## config.mk

```make
export PLATFORM = sky130hd
export DESIGN_NAME = line_buffer_ctrl
export DESIGN_NICKNAME = d
export VERILOG_FILES = /design/src/rtl/line_buffer_ctrl.sv
export SDC_FILE = /design/constraint.sdc
export NUM_CORES = 1
export LEC_CHECK = 0
export CORE_UTILIZATION = 35
export CTS_CLUSTER_DIAMETER = 50
export DETAILED_ROUTE_END_ITERATION = 6
export PLACE_DENSITY = 0.57
export SYNTH_ARGS = -nofsm -noshare
export SYNTH_HDL_FRONTEND = slang
export SYNTH_SLANG_ARGS = --single-unit
```

## constraint.sdc

```tcl
create_clock -name clk -period 3.1 [get_ports clk]
set_input_delay 0.93 -clock clk [delete_from_list [all_inputs] [get_ports clk]]
set_output_delay 0.93 -clock clk [all_outputs]
set_load 0.05 [all_outputs]
```

## src/rtl/line_buffer_ctrl.sv

```systemverilog
// Row-buffer controller for a 3x3 window: ping-pong write enables and addresses, plus a read address with a fixed lead.
// Latency: every output is registered one cycle after the sampled vsync/VDE/switch inputs.
// Backpressure: none. The pixel stream is free-running; pixels past the buffer depth are dropped and flagged.
module line_buffer_ctrl #(
  parameter int   ADDR_WIDTH = 12,
  parameter int   ROW_WIDTH  = 11,
  parameter int   RD_LEAD    = 2,
  parameter int   MODE_WIDTH = 4,
  parameter logic VSYNC_POL  = 1'b1
) (
  input  logic                  clk,
  input  logic                  n_rst,
  input  logic                  i_vid_vsync,
  input  logic                  i_vid_VDE,
  input  logic [MODE_WIDTH-1:0] i_sw,
  output logic                  o_wea0,
  output logic                  o_wea1,
  output logic [ADDR_WIDTH-1:0] o_addra,
  output logic [ADDR_WIDTH-1:0] o_addrb,
  output logic                  o_row_sel,
  output logic [ADDR_WIDTH-1:0] o_col,
  output logic [ROW_WIDTH-1:0]  o_row,
  output logic [ADDR_WIDTH-1:0] o_line_width,
  output logic                  o_win_valid,
  output logic                  o_frame_start,
  output logic [MODE_WIDTH-1:0] o_mode,
  output logic                  o_ovf
);

  localparam logic [1:0] S_WAIT_FRAME = 2'd0;
  localparam logic [1:0] S_LINE_IDLE  = 2'd1;
  localparam logic [1:0] S_ACTIVE     = 2'd2;

  localparam logic [ADDR_WIDTH-1:0] COL_MAX  = '1;
  localparam logic [ADDR_WIDTH-1:0] COL_ONE  = ADDR_WIDTH'(1);
  localparam logic [ADDR_WIDTH-1:0] COL_TWO  = ADDR_WIDTH'(2);
  localparam logic [ADDR_WIDTH-1:0] COL_LEAD = ADDR_WIDTH'(RD_LEAD);
  localparam logic [ROW_WIDTH-1:0]  ROW_MAX  = '1;
  localparam logic [ROW_WIDTH-1:0]  ROW_ONE  = ROW_WIDTH'(1);

  // Internal state
  logic [1:0]            state_q, state_d;
  logic [ADDR_WIDTH-1:0] col_cnt_q, col_cnt_d;
  logic [ROW_WIDTH-1:0]  row_cnt_q, row_cnt_d;
  logic [1:0]            rows_filled_q, rows_filled_d;
  logic                  wr_sel_q, wr_sel_d;
  logic                  vsync_q;
  logic                  line_ovf_q, line_ovf_d;

  // Registered outputs
  logic                  wea0_q, wea0_d, wea1_q, wea1_d;
  logic [ADDR_WIDTH-1:0] addra_q, addra_d, addrb_q, addrb_d;
  logic                  row_sel_q, row_sel_d;
  logic [ADDR_WIDTH-1:0] col_q, col_d;
  logic [ROW_WIDTH-1:0]  row_q, row_d;
  logic [ADDR_WIDTH-1:0] line_width_q, line_width_d;
  logic                  win_valid_q, win_valid_d;
  logic                  frame_start_q, frame_start_d;
  logic [MODE_WIDTH-1:0] mode_q, mode_d;
  logic                  ovf_q, ovf_d;

  // Values after the frame reset has been applied. A pixel arriving with
  // the frame-start edge is therefore treated as column 0 of row 0.
  logic                  frame_start;
  logic [1:0]            eff_state;
  logic [ADDR_WIDTH-1:0] eff_col;
  logic [ROW_WIDTH-1:0]  eff_row;
  logic [1:0]            eff_filled;
  logic                  eff_sel;
  logic                  eff_line_ovf;

  // Next-state logic: frame reset first, then pixel or line-end handling
  always_comb begin
    frame_start  = (i_vid_vsync == VSYNC_POL) && (vsync_q != VSYNC_POL);
    eff_state    = frame_start ? S_LINE_IDLE : state_q;
    eff_col      = frame_start ? '0 : col_cnt_q;
    eff_row      = frame_start ? '0 : row_cnt_q;
    eff_filled   = frame_start ? 2'd0 : rows_filled_q;
    eff_sel      = frame_start ? 1'b0 : wr_sel_q;
    eff_line_ovf = frame_start ? 1'b0 : line_ovf_q;

    state_d       = eff_state;
    col_cnt_d     = eff_col;
    row_cnt_d     = eff_row;
    rows_filled_d = eff_filled;
    wr_sel_d      = eff_sel;
    line_ovf_d    = eff_line_ovf;

    wea0_d        = 1'b0;
    wea1_d        = 1'b0;
    win_valid_d   = 1'b0;
    frame_start_d = frame_start;
    addra_d       = addra_q;
    addrb_d       = addrb_q;
    row_sel_d     = row_sel_q;
    col_d         = col_q;
    row_d         = row_q;
    line_width_d  = line_width_q;
    mode_d        = frame_start ? i_sw : mode_q;
    ovf_d         = frame_start ? 1'b0 : ovf_q;

    if ((eff_state != S_WAIT_FRAME) && i_vid_VDE) begin
      state_d     = S_ACTIVE;
      win_valid_d = (eff_filled == 2'd2) && (eff_col >= COL_TWO);
      if (eff_line_ovf) begin
        // Line already reached the last buffer slot: drop the pixel
        ovf_d = 1'b1;
      end else begin
        wea0_d  = ~eff_sel;
        wea1_d  = eff_sel;
        addra_d = eff_col;
        addrb_d = eff_col + COL_LEAD;
        col_d   = eff_col;
        row_d   = eff_row;
        if (eff_col == COL_MAX) begin
          line_ovf_d = 1'b1;
        end else begin
          col_cnt_d = eff_col + COL_ONE;
        end
      end
    end else if ((eff_state == S_ACTIVE) && !i_vid_VDE) begin
      // Line end: publish the finished row and flip the ping-pong buffer
      state_d      = S_LINE_IDLE;
      line_width_d = col_cnt_q;
      row_sel_d    = wr_sel_q;
      wr_sel_d     = ~wr_sel_q;
      col_cnt_d    = '0;
      line_ovf_d   = 1'b0;
      if (row_cnt_q != ROW_MAX) row_cnt_d = row_cnt_q + ROW_ONE;
      if (rows_filled_q != 2'd2) rows_filled_d = rows_filled_q + 2'd1;
    end
  end

  // State and output registers with asynchronous reset
  always_ff @(posedge clk or negedge n_rst) begin
    if (!n_rst) begin
      state_q       <= S_WAIT_FRAME;
      col_cnt_q     <= '0;
      row_cnt_q     <= '0;
      rows_filled_q <= 2'd0;
      wr_sel_q      <= 1'b0;
      vsync_q       <= ~VSYNC_POL;
      line_ovf_q    <= 1'b0;
      wea0_q        <= 1'b0;
      wea1_q        <= 1'b0;
      addra_q       <= '0;
      addrb_q       <= '0;
      row_sel_q     <= 1'b0;
      col_q         <= '0;
      row_q         <= '0;
      line_width_q  <= '0;
      win_valid_q   <= 1'b0;
      frame_start_q <= 1'b0;
      mode_q        <= '0;
      ovf_q         <= 1'b0;
    end else begin
      state_q       <= state_d;
      col_cnt_q     <= col_cnt_d;
      row_cnt_q     <= row_cnt_d;
      rows_filled_q <= rows_filled_d;
      wr_sel_q      <= wr_sel_d;
      vsync_q       <= i_vid_vsync;
      line_ovf_q    <= line_ovf_d;
      wea0_q        <= wea0_d;
      wea1_q        <= wea1_d;
      addra_q       <= addra_d;
      addrb_q       <= addrb_d;
      row_sel_q     <= row_sel_d;
      col_q         <= col_d;
      row_q         <= row_d;
      line_width_q  <= line_width_d;
      win_valid_q   <= win_valid_d;
      frame_start_q <= frame_start_d;
      mode_q        <= mode_d;
      ovf_q         <= ovf_d;
    end
  end

  assign o_wea0        = wea0_q;
  assign o_wea1        = wea1_q;
  assign o_addra       = addra_q;
  assign o_addrb       = addrb_q;
  assign o_row_sel     = row_sel_q;
  assign o_col         = col_q;
  assign o_row         = row_q;
  assign o_line_width  = line_width_q;
  assign o_win_valid   = win_valid_q;
  assign o_frame_start = frame_start_q;
  assign o_mode        = mode_q;
  assign o_ovf         = ovf_q;

endmodule

```

==> metrics.cfg, run 1 <==
[logic_synthesis]
ys_seq_area_share_pct=53.9
synthArstFlopShare_pct=100
syn_avg_cell_area_um2=9.94
netlist_area_um2=4000
syn-instance-count=402
ys.flop_type=dfrtp_1
synth_nets=414
yosysWarnings=0
synth_cell_types=45
synth-edff-count=0
synth-seq-cells=86

[pwr]
p_per_area_nw_per_um2=587
p_sw_w=0.000969
total_leakage_power_nw=2.26
combinationalPowerShare_pct=22.9
p_clk_share_pct=35.2
p_int_w=0.00210
seqPwrFrac_pct=41.9
p_sw_share_pct=31.5
vdd_drop_max_uv=490

[setup_path]
timing.rr.end=col_cnt_q[9]
path_cells=clkdlybuf4s50_1 -> nand2b_2 -> nand2_1 -> inv_1 -> ha_1 -> nand3_1 -> or3_1 -> a211oi_1 -> mux2_2
crit_type=input pin to flop
cp_slowest_cell=clkdlybuf4s50_1
reg2reg_slack_ns=0.97
endpoint_kind=flop
cp-start-kind=input pin
rr_worst_depth=8
cp.required_ns=3.32
cp_max_fo=4
slowest_delay_ns=0.43
arrival_ns=3.03
critical_path_buf_inv_count=2
r2r_start=vsync_q
cp_top_family=simple AND/OR/NAND/NOR gates

[layout]
final_cell_mix=86 x dfrtp_1, 77 x nand2_1, 75 x clkdlybuf4s50_1
drive_gt1_share_pct=13.0
fillers=1074
fin_nets=485
final_cells=618
layout_commonest_cell=dfrtp_1
syn_to_final_growth_pct=30.9
antenna_cells=0

[drt]
drc_errors=0
via_per_inst=5.07
dr_total_vias=3136
drt-pass1-iter-count=5
drt_iter0_drc=131
wl_per_cell_um=15.3
wl_um=9440
ant_nets=0

[timing]
fmax_mhz=356
rsz0062_at_grt=false
worst_pin_slew_ns=0.632
fin_worst_skew_ns=0.00719
finalSetupViolCount=0
period_share_pct=90.7
slew_headroom_pct=57.6
holdWs_ns=0.478
timing.final.crit_period_ns=2.81
hold_viol_final=0
drv_slew=0

[clock_network]
cts-root-buf=clkbuf_16
cts_resized=0
cts_tree=yes
hold_buffers=0
numCtsBuffers=9
cts.sinks=86
insertion_delay_ns=0.34
cts.path.max_buffers=2
htreeDepth=3
path_clk_slew_ns=0.06
cts_setup_buffers=0

[hold_path]
hold_end=o_mode[2]
whs_path_depth=2
min_path_type=flop to flop
hold_start=o_mode[2]

[grt]
grt_pass1_wl_um=15700
grt_use_total_pct=17.4
grt_overflow=0
antenna_found_initial=0
grt_pass1_vias=3129
grt_max_degree=50

[placed_design]
dp.cells=602
dpl.hpwl_um=6600
place_congestion=0.869
port_buffers=76

[flow_run]
cap_violations=0

[floorplan]
die_w_um=109
ios=77
core_area_um2=11000
start_util_pct=36.4
fp.dieH_um=109
die-area_um2=11800
rows=38

[run_status]
run_status=finished clean

cell families after synthesis:
| logic type | after synthesis | synth area share, % |
|---|---|---|
| DFF | 86 | 53.9 |
| xor gates and xnor gates | 12 | 2.63 |
| AOI/OAI and AO/OA | 74 | 11.3 |
| buffers and inverters | 45 | 5.70 |
| and+or+nand+nor | 155 | 18.2 |
| adders and majority gates | 4 | 1.25 |
| muxes | 26 | 7.11 |
how the worst max path moves through the flow:
stage / endpoint / slack [ns] / from / cells past startpoint
after floorplan: col_cnt_q[9] / 0.02 / i_vid_vsync / 10
after detailed placement: col_cnt_q[9] / -0.05 / i_vid_vsync / 9
final: col_cnt_q[9] / 0.29 / i_vid_vsync / 9
after global placement: col_cnt_q[9] / 0.08 / i_vid_vsync / 9
after global routing: col_cnt_q[9] / 0.18 / i_vid_vsync / 9
after CTS: col_cnt_q[9] / 0.30 / i_vid_vsync / 9
Yosys cell counts (all sizes together) (2+ instances only):
cell,number,area [um2]
a21oi,13,65.1
a22o,2,17.5
nand4,8,50.1
and3,3,18.8
o31ai,4,35.0
mux2i,7,70.1
a211oi,5,37.5
a31oi,2,12.5
o21ai,35,175
o211ai,4,30.0
mux2,19,214
clkbuf,14,52.6
nor2,20,75.1
inv,8,30.0
nor3,7,35.0
buf,23,145
nand2,77,289
dfrtp,86,2150
nand2b,2,12.5
xnor2,5,43.8
or3,4,25.0
ha,4,50.1
or4,3,22.5
nor4,6,37.5
nand3,15,75.1
o21a,2,15.0
and2,3,18.8
xor2,7,61.3
final cells by class:
type	count	area, um2	share of cell area [%]
Inverter	8	30.0	0.574
Clock buffer	11	243	4.64
Timing Repair Buffer	97	941	18.0
Tap cell	140	175	3.35
Multi-Input combinational cell	271	1630	31.2
Clock inverter	5	58.8	1.12
Sequential cell	86	2150	41.1
power groups by stage:
| stage | clock, W | combinational, W | sequential [W] |
|---|---|---|---|
| 3_3_place_gp | 0 | 0.000701 | 0.00130 |
| 3_5_place_dp | 0 | 0.000708 | 0.00131 |
| 5_1_grt | 0.00116 | 0.000751 | 0.00130 |
| 4_1_cts | 0.00111 | 0.000711 | 0.00129 |
| 2_1_floorplan | 0 | 0.000256 | 0.00150 |
| 6_report | 0.00108 | 0.000702 | 0.00129 |
per-stage QoR:
step	power (W)	setup TNS, ns	utilization (%)	area, um2	worst slack (ns)
floorplan	0.00176	0	-	4000	0.0238
global placement	0.00201	0	44.9	4930	0.0771
detailed placement	0.00201	-0.0542	44.9	4930	-0.0542
CTS	0.00311	0	47.6	5230	0.303
global route	0.00321	0	47.6	5230	0.176
finish	0.00307	0	47.6	5230	0.288
sequential cells by signal (all words and copies together), names as in the netlist, 4 cells and up:
register and cells:
o_mode 4, col_cnt_q 12, o_addrb 12, row_cnt_q 11, o_col 11, o_line_width 12, o_row 11
worst min-delay path, stage by stage, from the launching register on:
cell     delay, ns
dfrtp_1       0.34
nand2_1       0.05
nand2_1       0.06
layer usage:
metal	part of all wire (%)	vias up	track usage [%]
li1	-	1530	-
met1	51	1523	24.6
met2	44	71	26.2
met3	3.6	12	2.63
met4	1.8	0	8.20
met5	0	-	0
Power figures use the tool's default switching activity.
==> run 2, diff against run 1 <==
--- a/config.mk
+++ b/config.mk
@@ -8,7 +8,7 @@
 export CORE_UTILIZATION = 35
 export CTS_CLUSTER_DIAMETER = 50
 export DETAILED_ROUTE_END_ITERATION = 6
-export PLACE_DENSITY = 0.57
+export PLACE_DENSITY = 0.64
 export SYNTH_ARGS = -nofsm -noshare
 export SYNTH_HDL_FRONTEND = slang
 export SYNTH_SLANG_ARGS = --single-unit
==> run 2 against run 1 <==
  * Via count grew 0.83%
  * Worst setup slack gained 0.011 ns
  * Design area down 0.36%
  * Sequential power about the same
  * Clock power is 4% lower
  * Critical path type unchanged
  * Global-route usage increased by 0.24 points
  * Clock skew hardly changed
  * Critical endpoint unchanged
  * Register-to-register slack barely moved
  * Worst hold slack hardly changed
==> metrics.cfg, run 2 (synthesized netlist as in run 1, its figures left out) <==
[layout]
syn_to_final_growth_pct=30.4
fin_nets=485  ; unchanged
final_cell_mix=86 x dfrtp_1, 77 x nand2_1, 75 x clkdlybuf4s50_1
final_cells=618  ; unchanged
drive_gt1_share_pct=12.8  ; -0.21 points
antenna_cells=0  ; unchanged
layout_commonest_cell=dfrtp_1
final_util_pct=47.4  ; -0.17 points

[clock_network]
numCtsBuffers=9  ; unchanged
cts_setup_buffers=0  ; unchanged
cts.path.max_buffers=2  ; unchanged
hold_buffers=0  ; unchanged
cts.sinks=86  ; unchanged
cts_resized=0  ; unchanged
cts_tree=yes
htreeDepth=3  ; unchanged
insertion_delay_ns=0.34  ; about the same
cts-root-buf=clkbuf_16
path_clk_slew_ns=0.06  ; about the same

[hold_path]
hold_end=o_addrb[10]
hold_start=o_addrb[10]
whs_path_depth=2  ; unchanged
min_path_type=flop to flop

[placed_design]
place_congestion=0.899  ; +3.4%
dp.cells=602  ; unchanged
port_buffers=76  ; unchanged
dpl.hpwl_um=6650  ; +0.63%

[timing]
fin_worst_skew_ns=0.00754  ; +0.000352 ns
hold_viol_final=0  ; unchanged
slew_headroom_pct=59.1  ; +1.5 points
worst_pin_slew_ns=0.610  ; -0.0219 ns
finalSetupViolCount=0  ; unchanged
rsz0062_at_grt=false
drv_slew=0  ; unchanged
holdWs_ns=0.478  ; -0.000489 ns
fmax_mhz=357  ; +0.38%
timing.final.crit_period_ns=2.80  ; -0.0107 ns
tns_ns=0  ; unchanged
period_share_pct=90.4  ; -0.34 points

[run_status]
run_status=finished clean

[setup_path]
endpoint_kind=flop
cp_max_fo=6  ; +2
rr_worst_depth=8  ; unchanged
arrival_ns=3.03  ; about the same
cp-start-kind=input pin
reg2reg_slack_ns=0.97  ; about the same
cp.required_ns=3.33  ; about the same
timing.rr.end=col_cnt_q[9]
r2r_start=vsync_q
crit_type=input pin to flop

[grt]
antenna_found_initial=0  ; unchanged
grt_max_degree=56  ; +12%
grt_pass1_wl_um=15600  ; -0.48%
grt_overflow=0  ; unchanged
grt_pass1_vias=3019  ; -3.5%
grt_use_total_pct=17.7  ; +0.24 points

[drt]
ant_nets=0  ; unchanged
drt-pass1-iter-count=4  ; -1
via_per_inst=5.12  ; +0.83%
dr_total_vias=3162  ; +0.83%
drt_iter0_drc=165  ; +26%
wl_um=9410  ; -0.29%
drc_errors=0  ; unchanged
wl_per_cell_um=15.2  ; -0.29%

[pwr]
vdd_drop_max_uv=332  ; -32%
p_per_area_nw_per_um2=582  ; -0.83%
total_leakage_power_nw=2.26  ; about the same

[floorplan]
die-area_um2=11800  ; unchanged
fp.dieH_um=109  ; unchanged
core_area_um2=11000  ; unchanged
start_util_pct=36.4  ; unchanged
rows=38  ; unchanged
die_w_um=109  ; unchanged
ios=77  ; unchanged

[flow_run]
cap_violations=0  ; unchanged

## run 2: worst max-delay path by stage
stage                     depth (start not counted)        start            end  slack, ns
after floorplan                                  10  i_vid_vsync   col_cnt_q[9]       0.02
after global placement                            9  i_vid_vsync   col_cnt_q[9]       0.03
after detailed placement                          9  i_vid_vsync   col_cnt_q[9]      -0.02
after CTS                                         9  i_vid_vsync   col_cnt_q[9]       0.33
after global routing                             10  i_vid_vsync  col_cnt_q[11]       0.18
final                                             9  i_vid_vsync   col_cnt_q[9]       0.30
## run 2: power by group
| part | switching, W | leakage [nW] | internal [W] |
|---|---|---|---|
| clock | 0.000422 | 0.143 | 0.000619 |
| combinational | 0.000463 | 0.951 | 0.000243 |
| sequential | 0.0000737 | 1.17 | 0.00121 |
| total | 0.000959 | 2.26 | 0.00208 |
## run 2: critical path, stage by stage
cell             delay (ns)
clkdlybuf4s50_1        0.44
nand2b_2               0.14
nand2_1                0.09
inv_1                  0.14
ha_1                   0.23
nand3_1                0.11
or3_1                  0.39
a211oi_1               0.20
mux2_2                 0.37
## run 2: area by class of cell
cell class	instances	area (um2)
clock buffer	11	233
clock inverter	5	50.0
fill	1069	5770
inverter	8	30.0
multi-input combinational	271	1630
sequential	86	2150
tap	140	175
timing repair buffer	97	941
## run 2: per-stage QoR
step           area, um2  power (W)  setup WS, ns
5_1_grt             5210    0.00319         0.178
2_1_floorplan       4000    0.00176        0.0238
3_3_place_gp        4930    0.00201        0.0274
4_1_cts             5210    0.00307         0.333
3_5_place_dp        4930    0.00202       -0.0181
6_report            5210    0.00303         0.299
## run 2: routing by layer
| metal | track usage (%) | wire, um |
|---|---|---|
| met5 | 0 | 0 |
| met4 | 8.40 | 198 |
| met3 | 3.53 | 390 |
| met2 | 26.3 | 4290 |
| met1 | 24.7 | 4530 |
==> run 3, diff against run 2 <==
--- a/config.mk
+++ b/config.mk
@@ -5,10 +5,11 @@
 export SDC_FILE = /design/constraint.sdc
 export NUM_CORES = 1
 export LEC_CHECK = 0
-export CORE_UTILIZATION = 35
+export CORE_UTILIZATION = 50
 export CTS_CLUSTER_DIAMETER = 50
 export DETAILED_ROUTE_END_ITERATION = 6
-export PLACE_DENSITY = 0.64
+export GPL_TIMING_DRIVEN = 0
+export PLACE_DENSITY = 0.83
 export SYNTH_ARGS = -nofsm -noshare
 export SYNTH_HDL_FRONTEND = slang
 export SYNTH_SLANG_ARGS = --single-unit
==> run 3 against run 2 <==
  * Die area down 29%
  * Non-clock buffer count up 20
  * Total power down 4.8%
  * Design area up 0.31%
  * Count of clock-buffer cells in the layout up 1
  * Clock power down 17%
  * Critical path depth up 2
  * Sequential power about the same
  * Worst hold slack about the same
  * Highest routed layer unchanged
==> metrics.cfg, run 3 (synthesized netlist as in run 1, its figures left out) <==
[drt]
wl_um=9890  ; +5.1%
drt-pass1-iter-count=6  ; +2
highest_layer=met4
wl_met1_um=4410  ; -2.7%
ant_nets=0  ; unchanged
drt_iter0_drc=189  ; +15%
drc_errors=0  ; unchanged
dr_total_vias=3366  ; +6.5%
wl_met2_um=4760  ; +11%
via_per_inst=5.61  ; +9.6%
met3_length_um=559  ; +43%
wl_per_cell_um=16.5  ; +8.3%

[layout]
fillers=615  ; -42%
syn_to_final_growth_pct=30.8
fin_nets=505  ; +4.1%
layout_commonest_cell=dfrtp_1
final_cells=600  ; -2.9%
drive_gt1_share_pct=15.5  ; +2.7 points
final_util_pct=67.6  ; +20 points
final_cell_mix=86 x dfrtp_1, 76 x nand2_1, 74 x clkdlybuf4s50_1
antenna_cells=0  ; unchanged

[floorplan]
core_area_um2=7730  ; -30%
start_util_pct=51.7  ; +15 points
rows=32  ; -16%
die-area_um2=8350  ; -29%
ios=77  ; unchanged
die_w_um=91.4  ; -16%
fp.dieH_um=91.4  ; -16%

[setup_path]
arrival_ns=3.29  ; +0.26 ns
cp-start-kind=input pin
cp_max_fo=10  ; +4
crit_type=input pin to flop
endpoint_kind=flop
cp.required_ns=3.35  ; +0.02 ns

[clock_network]
insertion_delay_ns=0.36  ; +0.02 ns
path_clk_slew_ns=0.08  ; +0.02 ns
cts-root-buf=clkbuf_8
hold_buffers=0  ; unchanged
cts.sinks=86  ; unchanged
cts.path.max_buffers=2  ; unchanged
htreeDepth=3  ; unchanged
cts_tree=yes
numCtsBuffers=9  ; unchanged

[run_status]
run_status=finished clean

[grt]
grt_use_total_pct=24.9  ; +7.2 points
grt_pass1_wl_um=16000  ; +2.6%
grt_pass1_vias=3149  ; +4.3%
grt_overflow=0  ; unchanged
antenna_found_initial=0  ; unchanged
grt_max_degree=47  ; -16%

[timing]
rsz0062_at_grt=false
fmax_mhz=329  ; -7.8%
period_share_pct=98.0  ; +7.7 points
fin_ws_ns=0.0610  ; -0.238 ns
finalSetupViolCount=0  ; unchanged
holdWs_ns=0.478  ; -0.0000680 ns
slew_headroom_pct=53.7  ; -5.4 points
fin_worst_skew_ns=0.00959  ; +0.00205 ns
drv_slew=0  ; unchanged
timing.final.crit_period_ns=3.04  ; +0.238 ns
worst_pin_slew_ns=0.689  ; +0.0790 ns
hold_viol_final=0  ; unchanged

[pwr]
vdd_drop_max_uv=516  ; +56%
p_per_area_nw_per_um2=552  ; -5.1%
total_leakage_power_nw=2.27  ; +0.46%

[placed_design]
dp.cells=580  ; -3.7%
port_buffers=75  ; -1.3%
dpl.hpwl_um=6870  ; +3.4%
dp_slack_ns=-1.12  ; -1.10 ns
place_congestion=0.892  ; -0.72%

[flow_run]
cap_violations=0  ; unchanged

[hold_path]
min_path_type=flop to flop

==> run 3: changes by cell type in the layout (fill, tap and decap cells not counted), moves of 7 or more <==
| cell | before | now |
|---|---|---|
| clkbuf_16 | 9 | 0 |
| clkbuf_8 | 0 | 12 |
| buf_2 | 0 | 7 |
| clkbuf_1 | 2 | 14 |
==> run 3: cell type report <==
class                      count  area (um2)  share of cell area, %
timing repair buffer          80         798                   15.3
multi-input combinational    271        1680                   32.1
clock buffer                  12         145                   2.78
buffer                        37         224                   4.28
sequential                    86        2150                   41.2
clock inverter                 4        70.1                   1.34
inverter                       8        32.5                  0.622
tap                          102         128                   2.44
==> run 3: power by group <==
group / internal (W) / switching, W / total (W)
registers: 0.00121 / 0.0000805 / 0.00129
logic: 0.000253 / 0.000480 / 0.000732
clock network: 0.000474 / 0.000389 / 0.000863
total: 0.00194 / 0.000949 / 0.00289
==> run 3: stage by stage <==
| stage | TNS (ns) | total power, W | cell area, um2 |
|---|---|---|---|
| finish | 0 | 0.00289 | 5230 |
| CTS | 0 | 0.00289 | 5190 |
| floorplan | 0 | 0.00176 | 4000 |
| global route | 0 | 0.00299 | 5230 |
| global placement | -170.65 | 0.00200 | 4880 |
| detailed placement | -13.31 | 0.00202 | 4890 |
==> run 3: timing repair <==
item	in CTS	in global routing
endpoints found under the hold margin	0	0
setup buffers	3	1
endpoints found under the setup margin	17	3
resized for setup	16	6
pin swaps	0	3
==> run 3: path summary, 6_finish.rpt <==
kind                       cells after the start               to        start  slack (ns)
max reg2reg                                   10     col_cnt_q[9]      vsync_q        0.72
max                                           11     col_cnt_q[9]  i_vid_vsync        0.06
max in group asynchronous                      2     row_cnt_q[9]        n_rst        1.94
min                                            2        o_mode[3]    o_mode[3]        0.48
min reg2reg                                    2        o_mode[3]    o_mode[3]        0.48
min in group asynchronous                      1  o_line_width[4]        n_rst        0.54
==> run 3: metal layers <==
| layer | vias up | GRT usage [%] |
|---|---|---|
| met4 | 0 | 9.52 |
| met3 | 15 | 4.19 |
| li1 | 1574 | - |
| met5 | - | 0 |
| met1 | 1662 | 34.3 |
| met2 | 115 | 39.5 |
==> run 3: worst max-delay path, cell delays in order <==
cell and delay [ns]:
clkdlybuf4s50_1 0.44, nand2b_1 0.16, clkbuf_8 0.17, clkbuf_8 0.17, nand2_4 0.08, inv_4 0.09, ha_4 0.17, nand3_2 0.11
or3_4 0.37, a211oi_2 0.23, mux2_2 0.36
